$ cat src/rtl/port_array_serializer_pkg.sv
// Shared types for the array-to-element serializer.
package port_array_serializer_pkg;

  typedef enum logic {
    IDLE = 1'b0,
    SEND = 1'b1
  } state_t;

  // Index width; a single-element array still needs a 1-bit index.
  function automatic int idx_w(input int n);
    return (n > 1) ? $clog2(n) : 1;
  endfunction

endpackage

$ cat src/rtl/port_array_serializer_idx.sv
// Element index for the serializer: clear on load, step on output beats,
// and flag the final element of the array.
module serializer_idx_counter
  import port_array_serializer_pkg::*;
#(
  parameter int nports = 2
) (
  input  logic                        clk,
  input  logic                        reset,
  input  logic                        clear,
  input  logic                        incr,
  output logic [idx_w(nports)-1:0]    idx,
  output logic                        last
);

  localparam int iw = idx_w(nports);

  assign last = (idx == iw'(nports - 1));

  // Clear beats incr so a back-to-back load restarts at element 0.
  always_ff @(posedge clk) begin
    if (reset || clear)
      idx <= '0;
    else if (incr && !last)
      idx <= idx + iw'(1);
  end

endmodule

$ cat src/rtl/port_array_serializer.sv
// Accepts an nports-wide array in one handshake and replays its elements
// one per cycle, with a back-to-back load allowed on the last beat.
module port_array_serializer
  import port_array_serializer_pkg::*;
#(
  parameter int nports = 2,
  parameter int nbits  = 32
) (
  input  logic             clk,
  input  logic             reset,
  input  logic             istream_val,
  output logic             istream_rdy,
  input  logic [nbits-1:0] istream_msg [nports],
  output logic             ostream_val,
  input  logic             ostream_rdy,
  output logic [nbits-1:0] ostream_msg
);

  localparam int iw = idx_w(nports);

  state_t           state, state_nxt;
  logic [iw-1:0]    idx;
  logic             last;
  logic             in_xfer, out_xfer;
  logic [nbits-1:0] buf_r [nports];

  assign in_xfer  = istream_val & istream_rdy;
  assign out_xfer = ostream_val & ostream_rdy;

  always_ff @(posedge clk) begin
    if (reset)
      state <= IDLE;
    else
      state <= state_nxt;
  end

  always_comb begin
    state_nxt = state;
    case (state)
      IDLE:    if (in_xfer) state_nxt = SEND;
      SEND:    if (out_xfer && last && !in_xfer) state_nxt = IDLE;
      default: state_nxt = IDLE;
    endcase
  end

  // Outputs fall back to IDLE values while reset is held.
  always_comb begin
    istream_rdy = 1'b1;
    ostream_val = 1'b0;
    if (!reset && state == SEND) begin
      ostream_val = 1'b1;
      istream_rdy = last & ostream_rdy;
    end
  end

  always_ff @(posedge clk) begin
    if (in_xfer)
      buf_r <= istream_msg;
  end

  serializer_idx_counter #(.nports(nports)) u_idx (
    .clk   (clk),
    .reset (reset),
    .clear (in_xfer),
    .incr  (out_xfer),
    .idx   (idx),
    .last  (last)
  );

  generate
    if (nports == 1) begin : g_one
      assign ostream_msg = buf_r[0];
    end else begin : g_many
      assign ostream_msg = buf_r[idx];
    end
  endgenerate

endmodule

$ cat config.mk
export PLATFORM = sky130hd
export DESIGN_NAME = port_array_serializer
export DESIGN_NICKNAME = d
export VERILOG_FILES = /design/src/rtl/port_array_serializer_pkg.sv /design/src/rtl/port_array_serializer_idx.sv /design/src/rtl/port_array_serializer.sv
export SDC_FILE = /design/constraint.sdc
export NUM_CORES = 1
export LEC_CHECK = 0
export BUFFER_PORTS_ARGS = -buffer_cell sky130_fd_sc_hd__buf_2
export CAP_MARGIN = 15
export CORE_ASPECT_RATIO = 2
export CORE_UTILIZATION = 47
export CTS_CLUSTER_SIZE = 30
export DETAILED_ROUTE_END_ITERATION = 12
export PLACE_DENSITY = 0.83
export SLEW_MARGIN = 30
export SYNTH_ARGS = -nofsm -noshare
export SYNTH_HDL_FRONTEND = slang
export SYNTH_SLANG_ARGS = --single-unit
$ cat constraint.sdc
create_clock -name clk -period 8.5 [get_ports clk]
set_input_delay 0.425 -clock clk [delete_from_list [all_inputs] [get_ports clk]]
set_output_delay 0.425 -clock clk [all_outputs]
set_load 0.01 [all_outputs]
==> results.sh <==
export IMPL_drt_iter0_drc=54
export IMPL_root_buffer="clkbuf_8"
export IMPL_ctsResizeCount=0
export IMPL_cp_data_arrival_time_ns=2.18
export IMPL_utilization=0.654
export IMPL_grt_max_degree=36
export IMPL_nFillCells=356
export IMPL_rr_worst_depth=3
export IMPL_synth_area_mm2=0.00244
export IMPL_final_common_cell="buf_2"
export IMPL_synth_seq_area_share=0.805
export IMPL_cts_htree_levels=3
export IMPL_worstSetupEndpointType="register"
export IMPL_fp_dieH_um=104
export IMPL_cts_buffers=9
export IMPL_grt_use_met1=0.148
export IMPL_criticalPathCategory="reg -> reg"
export IMPL_grt_antenna_before_repair=0
export IMPL_cts_sinks=66
export IMPL_die_area_mm2=0.00549
export IMPL_io_buffers=101
export IMPL_ios=102
export IMPL_clk_latency_ns=0.33
export IMPL_p_per_area_mw_per_mm2=229
export IMPL_setup_ws_ns=6.30
export IMPL_status="completed"
export IMPL_grt_usage=0.178
export IMPL_fin_skew_ns=0.00413
export IMPL_syn_nets=179
export IMPL_post_place_ws_ns=6.20
export IMPL_hold_buffers=0
export IMPL_post_cts_buffers=0
export IMPL_clockBufferDepth=2
export IMPL_first_global_vias=1522
export IMPL_cp_max_fo=34
export IMPL_drv_cap=0
export IMPL_rsz0062_at_grt="no"
export IMPL_syn2layout_area_growth_pct=31.8
export IMPL_fin_tns_setup_ns=0
export IMPL_max_slew_margin_rel=0.364
export IMPL_leakage_nw=1.30
export IMPL_max_vdd_ir_drop_mv=0.160
export IMPL_critPathMaxStageDelay_ns=0.77
export IMPL_hold_path_class="in -> reg"
export IMPL_diodes=0
export IMPL_synth_compound_area_share=0.0200
export IMPL_layout_common_cells="buf_2 (101), edfxtp_1 (64), mux2_2 (32)"
export IMPL_period_needed_ns=2.20
export IMPL_synthSimpleGateAreaFrac=0.00822
export IMPL_grt_overflow=0
export IMPL_synth_fa_ha_area_frac=0
export IMPL_drtAntennaViolNets=0
export IMPL_ys_warn_count=0
export IMPL_cp_cell_sequence="nor2b_1, a21boi_4, buf_4"
export IMPL_rows=36
export IMPL_core_area_mm2=0.00491
export IMPL_netlist_instances=111
export IMPL_hpwl_um=3090
export IMPL_dr_total_vias=1414
export IMPL_start_kind="register"
export IMPL_drt_total_wl_um=4400
export IMPL_avgRoutedWirePerCell_um=15.5
export IMPL_reg2reg_from="state$_SDFF_PP0_"
export IMPL_finalCritPeriodShare=0.258
export IMPL_gp_congestion=0.728
export IMPL_synth_xor_area_share=0
export IMPL_die_w_um=52.9
export IMPL_vias_per_cell=5.00
export IMPL_ys_seq_elements=66
export IMPL_r2r_end="buf_r[37]$_DFFE_PP_"
export IMPL_hold_path_end="buf_r[51]$_DFFE_PP_"
export IMPL_hold_viol=0
export IMPL_r2r_setup_slack_ns=6.30
export IMPL_whs_path_depth=1
export IMPL_finalSetupViolations=0
export IMPL_synth_cell_types=11
export IMPL_busiest_layer="met2"
export IMPL_use_met2=0.298
export IMPL_nets=289
export IMPL_drc_errors=0
export IMPL_grt_pass1_wl_um=6620
export IMPL_slowest_stage="a21boi_4"
export IMPL_clock_fmax_mhz=455
export IMPL_required_ns=8.49
export IMPL_tightestPinTransition_ns=0.951
export IMPL_synth_mux_area_frac=0.148
export IMPL_cts_tree="done"
export IMPL_use_met3=0.0881
export IMPL_syn_avg_cell_area_um2=21.9
export IMPL_dr_pass1_iters=4
export IMPL_drive_gt1_frac=0.686
export IMPL_finalMaxSlewViolations=0
export IMPL_cts_clk_slew_worst_paths_ns=0.07
export IMPL_initial_core_util=0.496
export IMPL_synth_top_family_by_area="multiplexers"
export IMPL_min_from="istream_msg[51]"
==> metrics by stage <==
step                total power, W  cells  hold slack, ns  cell area [µm²]
floorplan                 0.000431    111           0.493             2440
global placement          0.000458    267           0.538             2990
detailed placement        0.000462    267           0.565             2990
CTS                       0.000744    283           0.238             3210
global route              0.000762    283           0.236             3210
finish                    0.000734    283           0.263             3210
==> worst max-delay path: cells and delay by family (launching register included) <==
family	cells	cell delay (ns)
simple gates	1	0.19
flops	1	0.34
compound gates	1	0.77
buf+inv	1	0.53
==> cells in the mapped netlist <==
library cell | instances | area, µm²
a21boi_0 | 2 | 15.0
a21oi_2 | 1 | 8.76
a311oi_2 | 1 | 15.0
buf_6 | 4 | 45.0
dfxtp_1 | 2 | 40.0
edfxtp_1 | 64 | 1920
mux2_2 | 32 | 360
nand2_1 | 2 | 7.51
nand2b_1 | 1 | 6.26
nor2b_1 | 1 | 6.26
o21ba_2 | 1 | 10.0
==> cell families (layout without fill, tap and decap cells) <==
| kind of cell | count (synthesis) | in the layout |
|---|---|---|
| buf+inv | 4 | 119 |
| simple gates | 4 | 4 |
| mux | 32 | 32 |
| flops | 66 | 66 |
| compound gates | 5 | 5 |
==> routing by layer <==
metal / share of wire / wire, µm
met5: 0 / 0
met4: 0.034 / 150
met3: 0.089 / 393
met2: 0.56 / 2460
met1: 0.32 / 1390
==> final cells by class <==
type / count / area, µm² / share of cell area
clock buffers: 10 / 138 / 0.0429
clock inverters: 6 / 80.1 / 0.0249
multi-input cells: 41 / 440 / 0.137
flip-flops and latches: 66 / 1960 / 0.611
well taps: 57 / 71.3 / 0.0222
repair buffers: 103 / 520 / 0.162
==> flip-flops by register name, indices dropped and copies added, names as in the netlist <==
name	flops
u_idx.idx	1
state	1
buf_r	64
==> worst max-delay path by stage <==
| stage | from | to | slack (ns) | cells past startpoint |
|---|---|---|---|---|
| final | state$_SDFF_PP0_ | buf_r[37]$_DFFE_PP_ | 6.30 | 3 |
| after CTS | state$_SDFF_PP0_ | buf_r[24]$_DFFE_PP_ | 6.31 | 3 |
| after floorplan | u_idx.idx$_SDFFE_PP0P_ | buf_r[0]$_DFFE_PP_ | 2.60 | 4 |
| after detailed placement | ostream_rdy | buf_r[24]$_DFFE_PP_ | 6.20 | 4 |
| after global routing | state$_SDFF_PP0_ | buf_r[63]$_DFFE_PP_ | 6.18 | 3 |
| after global placement | ostream_rdy | buf_r[24]$_DFFE_PP_ | 6.26 | 4 |
==> power by group <==
part / switching (W) / internal (W) / leakage [nW] / total, W
registers: 0.00000454 / 0.000380 / 0.635 / 0.000385
clock network: 0.000109 / 0.000171 / 0.116 / 0.000280
logic: 0.0000341 / 0.0000351 / 0.547 / 0.0000691
(Power assumes the default switching activity.)
